`src/rtl/vga_timing_pkg.sv`:
```
// vga_timing_pkg: shared VGA timing types, standard mode constants and line/frame total helpers
package vga_timing_pkg;
  localparam bit POL_NEG = 1'b0;
  localparam bit POL_POS = 1'b1;
  typedef struct packed {
    logic hs;
    logic vs;
    logic von;
  } sync_t;
  typedef struct packed {
    int h_active;
    int h_fp;
    int h_sync;
    int h_bp;
    int v_active;
    int v_fp;
    int v_sync;
    int v_bp;
    bit hs_pol;
    bit vs_pol;
  } vga_mode_t;
  localparam vga_mode_t MODE_640X480_60  = '{640, 16, 96, 48, 480, 10, 2, 33, POL_NEG, POL_NEG};
  localparam vga_mode_t MODE_800X600_60  = '{800, 40, 128, 88, 600, 1, 4, 23, POL_POS, POL_POS};
  localparam vga_mode_t MODE_1024X768_60 = '{1024, 24, 136, 160, 768, 3, 6, 29, POL_NEG, POL_NEG};
  function automatic int h_total(input int active, input int fp, input int sync, input int bp);
    return active + fp + sync + bp;
  endfunction
  function automatic int v_total(input int active, input int fp, input int sync, input int bp);
    return active + fp + sync + bp;
  endfunction
endpackage

```
`src/rtl/vga_sig_delay.sv`:
```
// vga_sig_delay: shift-enabled delay line with synchronous clear; zero depth is a plain wire
module vga_sig_delay #(
  parameter int DEPTH = 2,
  parameter int W = 3,
  parameter logic [W-1:0] RST_VAL = '0
) (
  input  logic         clk,
  input  logic         rst_n,
  input  logic         clr,
  input  logic         shift,
  input  logic [W-1:0] d,
  output logic [W-1:0] q
);
  if (DEPTH == 0) begin : g_wire
    logic unused_ok;
    assign unused_ok = &{1'b0, clk, rst_n, clr, shift};
    assign q = d;
  end else begin : g_sr
    localparam int SW = DEPTH * W;
    logic [SW-1:0] sr_q, sr_d;
    always_comb sr_d = clr ? {DEPTH{RST_VAL}} : shift ? SW'({sr_q, d}) : sr_q;
    always_ff @(posedge clk or negedge rst_n)
      if (!rst_n) sr_q <= {DEPTH{RST_VAL}};
      else sr_q <= sr_d;
    assign q = sr_q[SW-1 -: W];
  end
endmodule

```
`src/rtl/vga_timing_gen.sv`:
```
// vga_timing_gen: divided pixel tick, x/y counters, line/frame markers and
// sync/blank decode delayed by PIPE_DLY pixel ticks
module vga_timing_gen
  import vga_timing_pkg::*;
#(
  parameter int H_ACTIVE = 640,
  parameter int H_FP     = 16,
  parameter int H_SYNC   = 96,
  parameter int H_BP     = 48,
  parameter int V_ACTIVE = 480,
  parameter int V_FP     = 10,
  parameter int V_SYNC   = 2,
  parameter int V_BP     = 33,
  parameter bit HS_POL   = POL_NEG,
  parameter bit VS_POL   = POL_NEG,
  parameter int CLK_DIV  = 4,
  parameter int PIPE_DLY = 2,
  parameter int CW       = 12
) (
  input  logic          clk,
  input  logic          rst_n,
  input  logic          en,
  output logic          pixel_tick,
  output logic [CW-1:0] pixel_x,
  output logic [CW-1:0] pixel_y,
  output logic          hsync,
  output logic          vsync,
  output logic          video_on,
  output logic          line_start,
  output logic          frame_start
);
  localparam int H_TOTAL = h_total(H_ACTIVE, H_FP, H_SYNC, H_BP);
  localparam int V_TOTAL = v_total(V_ACTIVE, V_FP, V_SYNC, V_BP);
  localparam int DW = CLK_DIV > 1 ? $clog2(CLK_DIV) : 1;
  localparam logic [DW-1:0] DIV_MAX = DW'(CLK_DIV - 1);
  localparam logic [CW-1:0] H_MAX  = CW'(H_TOTAL - 1);
  localparam logic [CW-1:0] V_MAX  = CW'(V_TOTAL - 1);
  localparam logic [CW-1:0] H_ACT  = CW'(H_ACTIVE);
  localparam logic [CW-1:0] V_ACT  = CW'(V_ACTIVE);
  localparam logic [CW-1:0] HS_BEG = CW'(H_ACTIVE + H_FP);
  localparam logic [CW-1:0] HS_END = CW'(H_ACTIVE + H_FP + H_SYNC);
  localparam logic [CW-1:0] VS_BEG = CW'(V_ACTIVE + V_FP);
  localparam logic [CW-1:0] VS_END = CW'(V_ACTIVE + V_FP + V_SYNC);
  localparam sync_t IDLE = '{hs: ~HS_POL, vs: ~VS_POL, von: 1'b0};

  if (H_TOTAL > 2 ** CW || V_TOTAL > 2 ** CW || CLK_DIV < 1 || PIPE_DLY < 0 || PIPE_DLY > 15)
  begin : g_param_check
    $error("vga_timing_gen: totals exceed CW bits or CLK_DIV/PIPE_DLY out of range");
  end

  logic [DW-1:0] div_q, div_d;
  logic [CW-1:0] x_q, x_d, y_q, y_d;
  logic tick_q, tick_d, run_q, run_d, ls_q, ls_d, fs_q, fs_d;
  sync_t raw, dly, out_q, out_d;

  // run_q is clear until the restart tick, which holds the counters at 0,0
  always_comb begin
    tick_d = en && div_q == DIV_MAX;
    div_d  = (!en || tick_d) ? '0 : div_q + 1'b1;
    run_d  = en && (run_q || tick_d);
    x_d    = !en ? '0 : (!tick_d || !run_q) ? x_q : x_q == H_MAX ? '0 : x_q + 1'b1;
    y_d    = !en ? '0 : (!tick_d || !run_q || x_q != H_MAX) ? y_q : y_q == V_MAX ? '0 : y_q + 1'b1;
    ls_d   = tick_d && x_d == '0;
    fs_d   = ls_d && y_d == '0;
    raw.hs  = (x_d >= HS_BEG && x_d < HS_END) ? HS_POL : ~HS_POL;
    raw.vs  = (y_d >= VS_BEG && y_d < VS_END) ? VS_POL : ~VS_POL;
    raw.von = x_d < H_ACT && y_d < V_ACT;
    out_d  = !en ? IDLE : tick_d ? dly : out_q;
  end

  vga_sig_delay #(.DEPTH(PIPE_DLY), .W(3), .RST_VAL(IDLE)) u_dly (
    .clk  (clk),
    .rst_n(rst_n),
    .clr  (!en),
    .shift(tick_d),
    .d    (raw),
    .q    (dly)
  );

  always_ff @(posedge clk or negedge rst_n)
    if (!rst_n) begin
      div_q  <= '0;
      tick_q <= 1'b0;
      run_q  <= 1'b0;
      x_q    <= '0;
      y_q    <= '0;
      ls_q   <= 1'b0;
      fs_q   <= 1'b0;
      out_q  <= IDLE;
    end else begin
      div_q  <= div_d;
      tick_q <= tick_d;
      run_q  <= run_d;
      x_q    <= x_d;
      y_q    <= y_d;
      ls_q   <= ls_d;
      fs_q   <= fs_d;
      out_q  <= out_d;
    end

  assign pixel_tick  = tick_q;
  assign pixel_x     = x_q;
  assign pixel_y     = y_q;
  assign hsync       = out_q.hs;
  assign vsync       = out_q.vs;
  assign video_on    = out_q.von;
  assign line_start  = ls_q;
  assign frame_start = fs_q;
endmodule
```
`config.mk`:
```
export PLATFORM = sky130hd
export DESIGN_NAME = vga_timing_gen
export DESIGN_NICKNAME = d
export VERILOG_FILES = /design/src/rtl/vga_timing_pkg.sv /design/src/rtl/vga_sig_delay.sv /design/src/rtl/vga_timing_gen.sv
export SDC_FILE = /design/constraint.sdc
export NUM_CORES = 1
export LEC_CHECK = 0
export CAP_MARGIN = 10
export CELL_PAD_IN_SITES_DETAIL_PLACEMENT = 0
export CELL_PAD_IN_SITES_GLOBAL_PLACEMENT = 1
export CORE_ASPECT_RATIO = 0.8
export CORE_UTILIZATION = 42
export DETAILED_ROUTE_END_ITERATION = 16
export PLACE_DENSITY = 0.88
export SKIP_LAST_GASP = 1
export SLEW_MARGIN = 20
export SYNTH_ARGS = -nofsm -noshare
export SYNTH_HDL_FRONTEND = slang
export SYNTH_SLANG_ARGS = --single-unit
```
`constraint.sdc`:
```
create_clock -name clk -period 3.3 [get_ports clk]
set_input_delay 0.495 -clock clk [delete_from_list [all_inputs] [get_ports clk]]
set_output_delay 0.495 -clock clk [all_outputs]
set_load 0.02 [all_outputs]
```
==> metrics.csv, run 1 <==
metric;value;unit
worst reg2reg path depth;8;
sequential-to-total area share from yosys stat;42.6;%
largest net degree at the start of global routing;40;
initial antenna violation count;0;
final wirelength;5.45;mm
Synth Flop Type;dfrtp_1;
Reg power frac;52.1;%
reg-to-reg setup timing slack;0.28;ns
buffer count from post-CTS setup fixing;0;
top cell family by delay on the critical path;simple AND/OR/NAND/NOR gates;
DR WL/cell;16.1;µm
area share of the largest cell type after synthesis;35.8;%
Slew Viols, Final;0;
type of the worst setup path;flop to flop;
Least-Margin Pin Slew;0.879;ns
Pwr Density;337;mW/mm²
Post-Place Worst Slack;0.212;ns
buffers added on ports;32;
WP depth;8;
crit share post-route;91.6;%
Post-synth top cells;dfrtp_1, nand2_1, nor2_1, nand4_1, xor2_1;
Netlist cell types;54;
CP max stage cell;or4_4;
Worst Setup End Kind;flop;
Req. time, crit path;3.53;ns
sw frac;22.4;%
Layout Skew;0.00451;ns
met1 GRT Util;31.7;%
worst r2r dst;u_dly.g_sr.sr_q[1]$_DFFE_PN1P_;
Syn Area/Cell;9.58;µm²
Register Area;983;µm²
max-cap viol count;0;
drt first-iter violations;135;
top-count cell post-synth;dfrtp_1;
I/O pins;33;
Net Switching;0.000210;W
Critical path buffers and inverters;0;
grt met2 use;29.2;%
Pint;0.000727;W
yosys warns;0;
status;complete, but fails checks;
CTS Root Cell;clkbuf_8;
Final HPWL DP;3.88;mm
vias;1933;
Slew HR;41.4;%
filler instances;490;
fmax;331;MHz
biggest cell delay along the critical path;0.66;ns
Area Overhead vs Synth;20.4;%
largest buffer count on any clock path;2;
First-pass DRT Iterations;11;
grt peak-use layer;met1;
failing checks;design-rule violations;
CTS clk-pin slew, worst paths;0.08;ns
final instance area;0.00278;mm²
syn_nets;248;
global-route wire length before repair;8.95;mm
core area;0.00515;mm²
cell row count;23;
placed inst area;0.00267;mm²
Post-Syn Area;0.00231;mm²
die height;68.3;µm
Synth Register Bits;39;
Leak;1.15;nW
CTS Buf Count;5;
H-tree levels;2;
worst ir drop on vdd;0.198;mV
Worst-Skew Late Latency;0.29;ns
GP Congestion;0.864;
post-CTS resize count;0;
drt drc;3;
EDFF count, synth;0;
vias in the first global route;1732;
area of the multi-input gates;0.00118;mm²
worst min-delay path category;input port to async pin;
Final #Nets;283;
TritonCTS sink count;39;
Crit Path Max Fanout;12;
RSZ-0062 raised after global routing;false;
Yosys top cell by area;dfrtp_1;
Die Area;0.00580;mm²
Final min period;3.02;ns
die width;84.9;µm
# diodes;0;
asr flop ratio synth;100;%
post-route ant nets;0;
gr ovfl total;0;
final hold vios;0;
setup tns final;0;ns
Initial Util;44.8;%
Via density;5.70;
final worst slack;0.277;ns
total track usage;20.6;%
CP Launch Type;flop;
Post-CTS Hold Buffers;0;
cells along the critical path;ha_1 > nand4_2 > or4_4 > nand2b_4 > or4b_4 > a21oi_4 > nand4_1 > o32a_1;
combinational cell fraction of total power;5.5;%
Crit Reg-Reg Startpoint;pixel_x[0]$_DFF_PN0_;
Critical Path AT;3.25;ns
Cells after Synth;241;
met3 Use GR;3.62;%
largest cells by area after synthesis;dfrtp_1, dfstp_2, xor2_1, nand2_1, nor2_1;
share of cells above drive strength 1;14.1;%
Final setup viols;0;
CTS tree;yes;
clock power share;42.3;%
per-layer routing:
layer  wire length (µm)  up-vias
li1                   -      942
met1               2810      931
met2               2300       53
met3                287        7
met4                 57        0
met5                  0        -
per-stage QoR:
stage / hold WS, ns / util (%) / total power (W) / std cells
2_1_floorplan: 0.199 / - / 0.000529 / 241
6_report: 0.321 / 54.0 / 0.000937 / 339
3_3_place_gp: 0.421 / 51.8 / 0.000549 / 331
3_5_place_dp: 0.441 / 51.8 / 0.000550 / 331
5_1_grt: 0.382 / 54.0 / 0.000975 / 339
4_1_cts: 0.338 / 54.0 / 0.000946 / 339
cells in the final DEF (no fill, tap or decap), types with 5 or more instances in the layout:
cell type        netlist  layout
nand2_1               24      24
nor2_1                21      21
a21oi_1                6       6
dfrtp_1               33      33
nor4_1                 5       5
xnor2_1                7       7
xor2_1                11      11
o21ai_0               10      10
dfstp_2                6       6
nor3_1                 9       9
clkbuf_8               3       5
inv_1                  9       9
nand3_1               10      10
clkdlybuf4s50_1        0      31
buf_4                  2      10
mux2i_1                7       7
nand4_1               11      11
sequential cells by signal (all words and copies together), names as in the netlist, 2 cells and up:
register         count
div_q                2
pixel_y             12
u_dly.g_sr.sr_q      6
pixel_x             12
layout make-up:
class,instances,share of cell area (%)
inverter,9,1.21
clock buffer,5,2.47
tap,62,2.79
sequential,39,35.4
multi-input combinational,179,42.6
clock inverter,3,1.57
timing repair buffer,42,14.0
cells by family (layout without fill, tap and decap cells):
| logic type | count (synthesis) | count (layout) | synth area share (%) |
|---|---|---|---|
| and+or+nand+nor | 111 | 111 | 27.2 |
| AOI/OAI and AO/OA | 39 | 39 | 12.0 |
| DFF | 39 | 39 | 42.6 |
| buffers and inverters | 23 | 59 | 6.17 |
| xor gates and xnor gates | 18 | 18 | 6.83 |
| muxes | 7 | 7 | 3.03 |
| adders and majority gates | 4 | 4 | 2.17 |
how the worst max path moves through the flow:
stage | startpoint | endpoint | slack (ns)
after floorplan | pixel_x[0]$_DFF_PN0_ | u_dly.g_sr.sr_q[1]$_DFFE_PN1P_ | 0.51
after global placement | en | u_dly.g_sr.sr_q[2]$_DFFE_PN1P_ | 0.20
after detailed placement | en | u_dly.g_sr.sr_q[1]$_DFFE_PN1P_ | 0.21
after CTS | pixel_x[0]$_DFF_PN0_ | u_dly.g_sr.sr_q[1]$_DFFE_PN1P_ | 0.29
after global routing | pixel_x[0]$_DFF_PN0_ | frame_start$_DFF_PN0_ | 0.07
final | pixel_x[0]$_DFF_PN0_ | u_dly.g_sr.sr_q[1]$_DFFE_PN1P_ | 0.28
power groups by stage:
stage / Sequential [W] / Combinational, W / Clock, W
floorplan: 0.000497 / 0.0000318 / 0
global placement: 0.000497 / 0.0000516 / 0
detailed placement: 0.000497 / 0.0000527 / 0
CTS: 0.000488 / 0.0000528 / 0.000405
global route: 0.000489 / 0.0000585 / 0.000427
finish: 0.000488 / 0.0000520 / 0.000397
Power figures use the tool's default switching activity.
==> run 2, diff against run 1 <==
--- a/config.mk
+++ b/config.mk
@@ -8,10 +8,9 @@
 export CAP_MARGIN = 10
 export CELL_PAD_IN_SITES_DETAIL_PLACEMENT = 0
 export CELL_PAD_IN_SITES_GLOBAL_PLACEMENT = 1
-export CORE_ASPECT_RATIO = 0.8
-export CORE_UTILIZATION = 42
+export CORE_UTILIZATION = 38
 export DETAILED_ROUTE_END_ITERATION = 16
-export PLACE_DENSITY = 0.88
+export PLACE_DENSITY = 0.84
 export SKIP_LAST_GASP = 1
 export SLEW_MARGIN = 20
 export SYNTH_ARGS = -nofsm -noshare
==> constraint.sdc (replaced) <==
create_clock -name clk -period 2.5 [get_ports clk]
set_input_delay 0.375 -clock clk [delete_from_list [all_inputs] [get_ports clk]]
set_output_delay 0.375 -clock clk [all_outputs]
set_load 0.02 [all_outputs]
==> run 2 against run 1 <==
Effect of this change: the run ends with negative setup slack left; sequential power up 32%; non-clock buffer count up 52; core utilization up 1.4 points; sequential cell count unchanged; critical path type unchanged; largest power group unchanged.
==> metrics.csv, run 2 (synthesis gave the netlist of run 1 again) <==
metric;value;unit;change
DR WL/cell;15.4;µm;was 16.1 µm
Initial Util;39.2;%;was 44.8%
CTS tree;yes;;unchanged
Area Overhead vs Synth;41.3;%;was 20.4%
drt first-iter violations;94;;was 135
Slew HR;41.8;%;was 41.4%
final worst slack;-0.177;ns;was 0.277 ns
# diodes;0;;unchanged
Via density;5.40;;was 5.70
top cell family by delay on the critical path;simple AND/OR/NAND/NOR gates;;unchanged
global-route wire length before repair;10.2;mm;was 8.95 mm
Post-Place Worst Slack;-0.403;ns;was 0.212 ns
largest buffer count on any clock path;2;;unchanged
fmax;374;MHz;was 331 MHz
total track usage;20.8;%;was 20.6%
crit share post-route;107;%;was 91.6%
First-pass DRT Iterations;4;;was 11
worst r2r dst;u_dly.g_sr.sr_q[1]$_DFFE_PN1P_;;unchanged
core area;0.00589;mm²;was 0.00515 mm²
Req. time, crit path;2.71;ns;was 3.53 ns
type of the worst setup path;flop to flop;;unchanged
Pwr Density;352;mW/mm²;was 337 mW/mm²
reg-to-reg setup timing slack;-0.18;ns;was 0.28 ns
share of cells above drive strength 1;31.3;%;was 14.1%
RSZ-0062 raised after global routing;true;;was false
Final HPWL DP;4.51;mm;was 3.88 mm
Setup crit end;u_dly.g_sr.sr_q[1]$_DFFE_PN1P_;;unchanged
Critical path origin;pixel_x[10]$_DFF_PN0_;;was pixel_x[0]$_DFF_PN0_
filler instances;544;;was 490
vias in the first global route;2181;;was 1732
most frequent cells in the layout;buf_4, clkdlybuf4s50_1, dfrtp_1;;was dfrtp_1, clkdlybuf4s50_1, nand2_1
Final setup viols;3;;was 0
WP depth;7;;was 8
Crit Path Max Fanout;6;;was 12
worst reg2reg path depth;7;;was 8
CTS Root Cell;clkbuf_8;;unchanged
Worst Setup End Kind;flop;;unchanged
GP Congestion;0.849;;was 0.864
status;complete, but fails checks;;unchanged
Least-Margin Pin Slew;0.873;ns;was 0.879 ns
worst ir drop on vdd;0.212;mV;was 0.198 mV
Worst-Skew Late Latency;0.29;ns;about the same
buffers added on ports;32;;unchanged
commonest non-fill, non-tap cell in the layout;buf_4;;was dfrtp_1
failing checks;negative setup slack;;was design-rule violations
vias;2183;;was 1933
final hold vios;0;;unchanged
Critical Path AT;2.89;ns;was 3.25 ns
post-route ant nets;0;;unchanged
cell row count;28;;was 23
Die Area;0.00639;mm²;was 0.00580 mm²
biggest cell delay along the critical path;0.54;ns;was 0.66 ns
worst min-delay path category;input port to async pin;;unchanged
Layout Skew;0.00836;ns;was 0.00451 ns
gr ovfl total;0;;unchanged
Critical path buffers and inverters;0;;unchanged
CTS clk-pin slew, worst paths;0.08;ns;about the same
final wirelength;6.24;mm;was 5.45 mm
cells along the critical path;or3_4 > or4_4 > nand2b_4 > or4b_4 > a21oi_4 > nand4_1 > o32a_1;;was ha_1 > nand4_2 > or4_4 > nand2b_4 > or4b_4 > a21oi_4 > nand4_1 > o32a_1
Final min period;2.68;ns;was 3.02 ns
H-tree levels;2;;unchanged
TritonCTS sink count;39;;unchanged
Slew Viols, Final;0;;unchanged
CP max stage cell;or4_4;;unchanged
Final Core Density;55.4;%;was 54.0%
largest net degree at the start of global routing;40;;unchanged
initial antenna violation count;0;;unchanged
Leak;1.41;nW;was 1.15 nW
setup tns final;-0.413;ns;was 0 ns
CP Launch Type;flop;;unchanged
Crit Reg-Reg Startpoint;pixel_x[10]$_DFF_PN0_;;was pixel_x[0]$_DFF_PN0_
max-cap viol count;0;;unchanged
Final #Nets;335;;was 283
CTS Buf Count;5;;unchanged
drt drc;0;;was 3
die height;80.0;µm;was 68.3 µm
I/O pins;33;;unchanged
die width;80.0;µm;was 84.9 µm
run 2: routing by layer:
layer | track usage [%] | share of wire (%) | routed length, µm
met5 | 0 | 0 | 0
met1 | 26.2 | 44 | 2760
met2 | 34.7 | 49 | 3080
met4 | 8.21 | 2.2 | 140
met3 | 4.11 | 4.0 | 252
run 2: worst register-to-register path, cell delays in order, from the launching register on:
cell and delay (ns):
dfrtp_2 0.41, or3_4 0.42, or4_4 0.54, nand2b_4 0.17
or4b_4 0.53, a21oi_4 0.14, nand4_1 0.10, o32a_1 0.31
run 2: through the flow:
step / std cells / cell area [µm²] / hold WS, ns / total power, W
floorplan: 241 / 2330 / 0.0794 / 0.000699
global placement: 391 / 3060 / 0.421 / 0.000735
detailed placement: 391 / 3060 / 0.439 / 0.000737
CTS: 400 / 3160 / 0.230 / 0.00116
global route: 404 / 3260 / 0.276 / 0.00120
finish: 404 / 3260 / 0.198 / 0.00115
run 2: power by group:
part           switching (W)  internal (W)
Combinational      0.0000531     0.0000332
Sequential        0.00000378      0.000639
Clock               0.000223      0.000197
Total               0.000280      0.000869
run 2: final cells by class:
class | instances | area, µm² | share of cell area [%]
multi-input combinational | 179 | 1270 | 38.9
clock buffer | 6 | 72.6 | 2.22
sequential | 39 | 988 | 30.3
tap | 75 | 93.8 | 2.88
timing repair buffer | 94 | 792 | 24.3
inverter | 9 | 33.8 | 1.04
clock inverter | 2 | 13.8 | 0.422
run 2: how the worst min path moves through the flow:
stage / from / slack, ns / depth (start not counted) / to
after floorplan: rst_n / 0.08 / 0 / div_q[0]$_DFF_PN0_
after global placement: div_q[0]$_DFF_PN0_ / 0.42 / 1 / div_q[0]$_DFF_PN0_
after detailed placement: div_q[0]$_DFF_PN0_ / 0.44 / 1 / div_q[0]$_DFF_PN0_
after CTS: rst_n / 0.23 / 1 / pixel_x[5]$_DFF_PN0_
after global routing: rst_n / 0.28 / 1 / line_start$_DFF_PN0_
final: rst_n / 0.20 / 1 / pixel_x[9]$_DFF_PN0_
run 2: repair_timing:
action	CTS	global route
pin swaps	2	6
resized for setup	4	17
hold buffers	0	0
gates cloned	0	0
setup buffers	1	4
hold endpoints to repair	0	0
endpoints found under the setup margin	3	5
==> run 3, diff against run 2 <==
--- a/config.mk
+++ b/config.mk
@@ -6,9 +6,9 @@
 export NUM_CORES = 1
 export LEC_CHECK = 0
 export CAP_MARGIN = 10
-export CELL_PAD_IN_SITES_DETAIL_PLACEMENT = 0
-export CELL_PAD_IN_SITES_GLOBAL_PLACEMENT = 1
-export CORE_UTILIZATION = 38
+export CELL_PAD_IN_SITES_DETAIL_PLACEMENT = 1
+export CELL_PAD_IN_SITES_GLOBAL_PLACEMENT = 2
+export CORE_UTILIZATION = 31
 export DETAILED_ROUTE_END_ITERATION = 16
 export PLACE_DENSITY = 0.84
 export SKIP_LAST_GASP = 1
==> run 3 against run 2 <==
Effect of this change: the flow still finishes with violations (negative setup slack); maximum frequency is 0.18% lower; cell count rose by 3.2%; sequential cell count stayed put; non-clock buffer count decreased by 11; setup slack got worse by 0.0050 ns; clock skew is 0.0028 ns lower; combinational power down 5.1%; clock power increased by 5.5%; first-iteration DRC count fell by 22%; cell area shrank 2.5%; register-to-register slack hardly changed; critical path type unchanged; largest power group unchanged.
==> metrics.csv, run 3 (synthesis gave the netlist of run 1 again) <==
metric;value;unit;change
First-pass DRT Iterations;4;;unchanged
Layout Skew;0.00551;ns;was 0.00836 ns
final wirelength;6.74;mm;was 6.24 mm
Critical path buffers and inverters;0;;unchanged
H-tree levels;2;;unchanged
Final min period;2.68;ns;about the same
top cell family by delay on the critical path;simple AND/OR/NAND/NOR gates;;unchanged
Final #Nets;324;;was 335
cells along the critical path;or3_4 > or4_4 > nand2b_4 > or4b_4 > a21oi_4 > nand4_1 > o32a_1;;unchanged
hold slack;0.184;ns;was 0.198 ns
Via density;5.11;;was 5.40
share of cells above drive strength 1;28.6;%;was 31.3%
Initial Util;32.0;%;was 39.2%
Worst Setup End Kind;flop;;unchanged
filler instances;863;;was 544
cell row count;31;;was 28
TritonCTS sink count;39;;unchanged
Final HPWL DP;5.05;mm;was 4.51 mm
gr ovfl total;0;;unchanged
buffers added on ports;32;;unchanged
fmax;373;MHz;was 374 MHz
type of the worst setup path;flop to flop;;unchanged
Post-Place Worst Slack;-0.398;ns;was -0.403 ns
failing checks;negative setup slack;;unchanged
worst ir drop on vdd;0.217;mV;was 0.212 mV
max-cap viol count;0;;unchanged
post-route ant nets;0;;unchanged
DR WL/cell;16.2;µm;was 15.4 µm
Req. time, crit path;2.73;ns;was 2.71 ns
worst r2r dst;u_dly.g_sr.sr_q[1]$_DFFE_PN1P_;;unchanged
Slew Viols, Final;0;;unchanged
Crit Path Max Fanout;6;;unchanged
biggest cell delay along the critical path;0.55;ns;was 0.54 ns
Crit Reg-Reg Startpoint;pixel_x[10]$_DFF_PN0_;;unchanged
drt drc;0;;unchanged
Final Core Density;44.1;%;was 55.4%
status;complete, but fails checks;;unchanged
Area Overhead vs Synth;37.7;%;was 41.3%
total track usage;19.1;%;was 20.8%
placed inst area;0.00303;mm²;was 0.00306 mm²
Final setup viols;3;;unchanged
Critical Path AT;2.91;ns;was 2.89 ns
vias;2132;;was 2183
die width;88.3;µm;was 80.0 µm
GP Congestion;0.790;;was 0.849
CP Launch Type;flop;;unchanged
commonest non-fill, non-tap cell in the layout;buf_4;;unchanged
CTS Buf Count;5;;unchanged
Setup crit end;u_dly.g_sr.sr_q[1]$_DFFE_PN1P_;;unchanged
largest buffer count on any clock path;2;;unchanged
initial antenna violation count;0;;unchanged
Pwr Density;367;mW/mm²;was 352 mW/mm²
CP max stage cell;or4_4;;unchanged
Worst-Skew Late Latency;0.30;ns;was 0.29 ns
global-route wire length before repair;11.3;mm;was 10.2 mm
Critical path origin;pixel_x[10]$_DFF_PN0_;;unchanged
I/O pins;33;;unchanged
final worst slack;-0.182;ns;was -0.177 ns
drt first-iter violations;73;;was 94
most frequent cells in the layout;buf_4, clkdlybuf4s50_1, dfrtp_1;;unchanged
core area;0.00721;mm²;was 0.00589 mm²
final instance area;0.00318;mm²;was 0.00326 mm²
die height;88.3;µm;was 80.0 µm
CTS Root Cell;clkbuf_8;;unchanged
Least-Margin Pin Slew;0.901;ns;was 0.873 ns
RSZ-0062 raised after global routing;true;;unchanged
vias in the first global route;2210;;was 2181
reg-to-reg setup timing slack;-0.18;ns;about the same
crit share post-route;107;%;about the same
Leak;1.34;nW;was 1.41 nW
final hold vios;0;;unchanged
Slew HR;40.0;%;was 41.8%
CTS clk-pin slew, worst paths;0.08;ns;about the same
worst min-delay path category;input port to async pin;;unchanged
Die Area;0.00780;mm²;was 0.00639 mm²
# diodes;0;;unchanged
worst reg2reg path depth;7;;unchanged
largest net degree at the start of global routing;40;;unchanged
CTS tree;yes;;unchanged
WP depth;7;;unchanged
run 3: cell types whose count changed in the layout (fill, tap and decap cells not counted), sizes merged:
cell | before | now
buf | 63 | 52
clkinvlp | 0 | 2
clkbuf | 6 | 5
clkinv | 2 | 1
run 3: layout make-up:
class / instances / area [µm²] / share of cell area, %
Clock buffer: 5 / 68.8 / 2.16
Clock inverter: 3 / 20.0 / 0.629
Inverter: 9 / 33.8 / 1.06
Multi-Input combinational cell: 179 / 1240 / 39.0
Sequential cell: 39 / 988 / 31.1
Tap cell: 99 / 124 / 3.89
Timing Repair Buffer: 83 / 706 / 22.2
run 3: worst min-delay path by stage:
stage                                       to  slack (ns)
after floorplan             div_q[0]$_DFF_PN0_        0.08
after global placement      div_q[0]$_DFF_PN0_        0.42
after detailed placement    div_q[0]$_DFF_PN0_        0.44
after CTS                 pixel_x[0]$_DFF_PN0_        0.24
after global routing        div_q[1]$_DFF_PN0_        0.28
final                     pixel_x[4]$_DFF_PN0_        0.18
run 3: metrics by stage:
stage / power (W) / std cells / setup TNS [ns]
global route: 0.00121 / 417 / -0.779
floorplan: 0.000699 / 241 / -0.190
global placement: 0.000733 / 408 / -1.30
CTS: 0.00118 / 417 / -0.462
detailed placement: 0.000736 / 408 / -1.55
finish: 0.00117 / 417 / -0.472
run 3: worst reg2reg max path, cell delays in order, from the launching register on:
cell and delay, ns:
dfrtp_2 0.41, or3_4 0.40, or4_4 0.55, nand2b_4 0.17, or4b_4 0.52, a21oi_4 0.15, nand4_1 0.10, o32a_1 0.30
run 3: per-layer routing:
| metal | vias to the layer above | track usage (%) | share of wire (%) |
|---|---|---|---|
| met4 | 0 | 6.01 | 1.6 |
| li1 | 1023 | - | - |
| met2 | 40 | 32.7 | 50 |
| met3 | 7 | 2.80 | 2.5 |
| met1 | 1062 | 24.8 | 46 |
| met5 | - | 0 | 0 |
run 3: repair_timing:
action                                  4_1_cts  5_1_grt
pin swaps                                     1        4
hold buffers                                  0        0
resized for setup                             6        7
setup buffers                                 1        0
endpoints found under the setup margin        5        5
run 3: power breakdown:
| group | total [W] | switching (W) | internal [W] |
|---|---|---|---|
| sequential | 0.000644 | 0.00000471 | 0.000639 |
| clock | 0.000443 | 0.000249 | 0.000194 |
| combinational | 0.0000819 | 0.0000506 | 0.0000312 |
| total | 0.00117 | 0.000304 | 0.000864 |
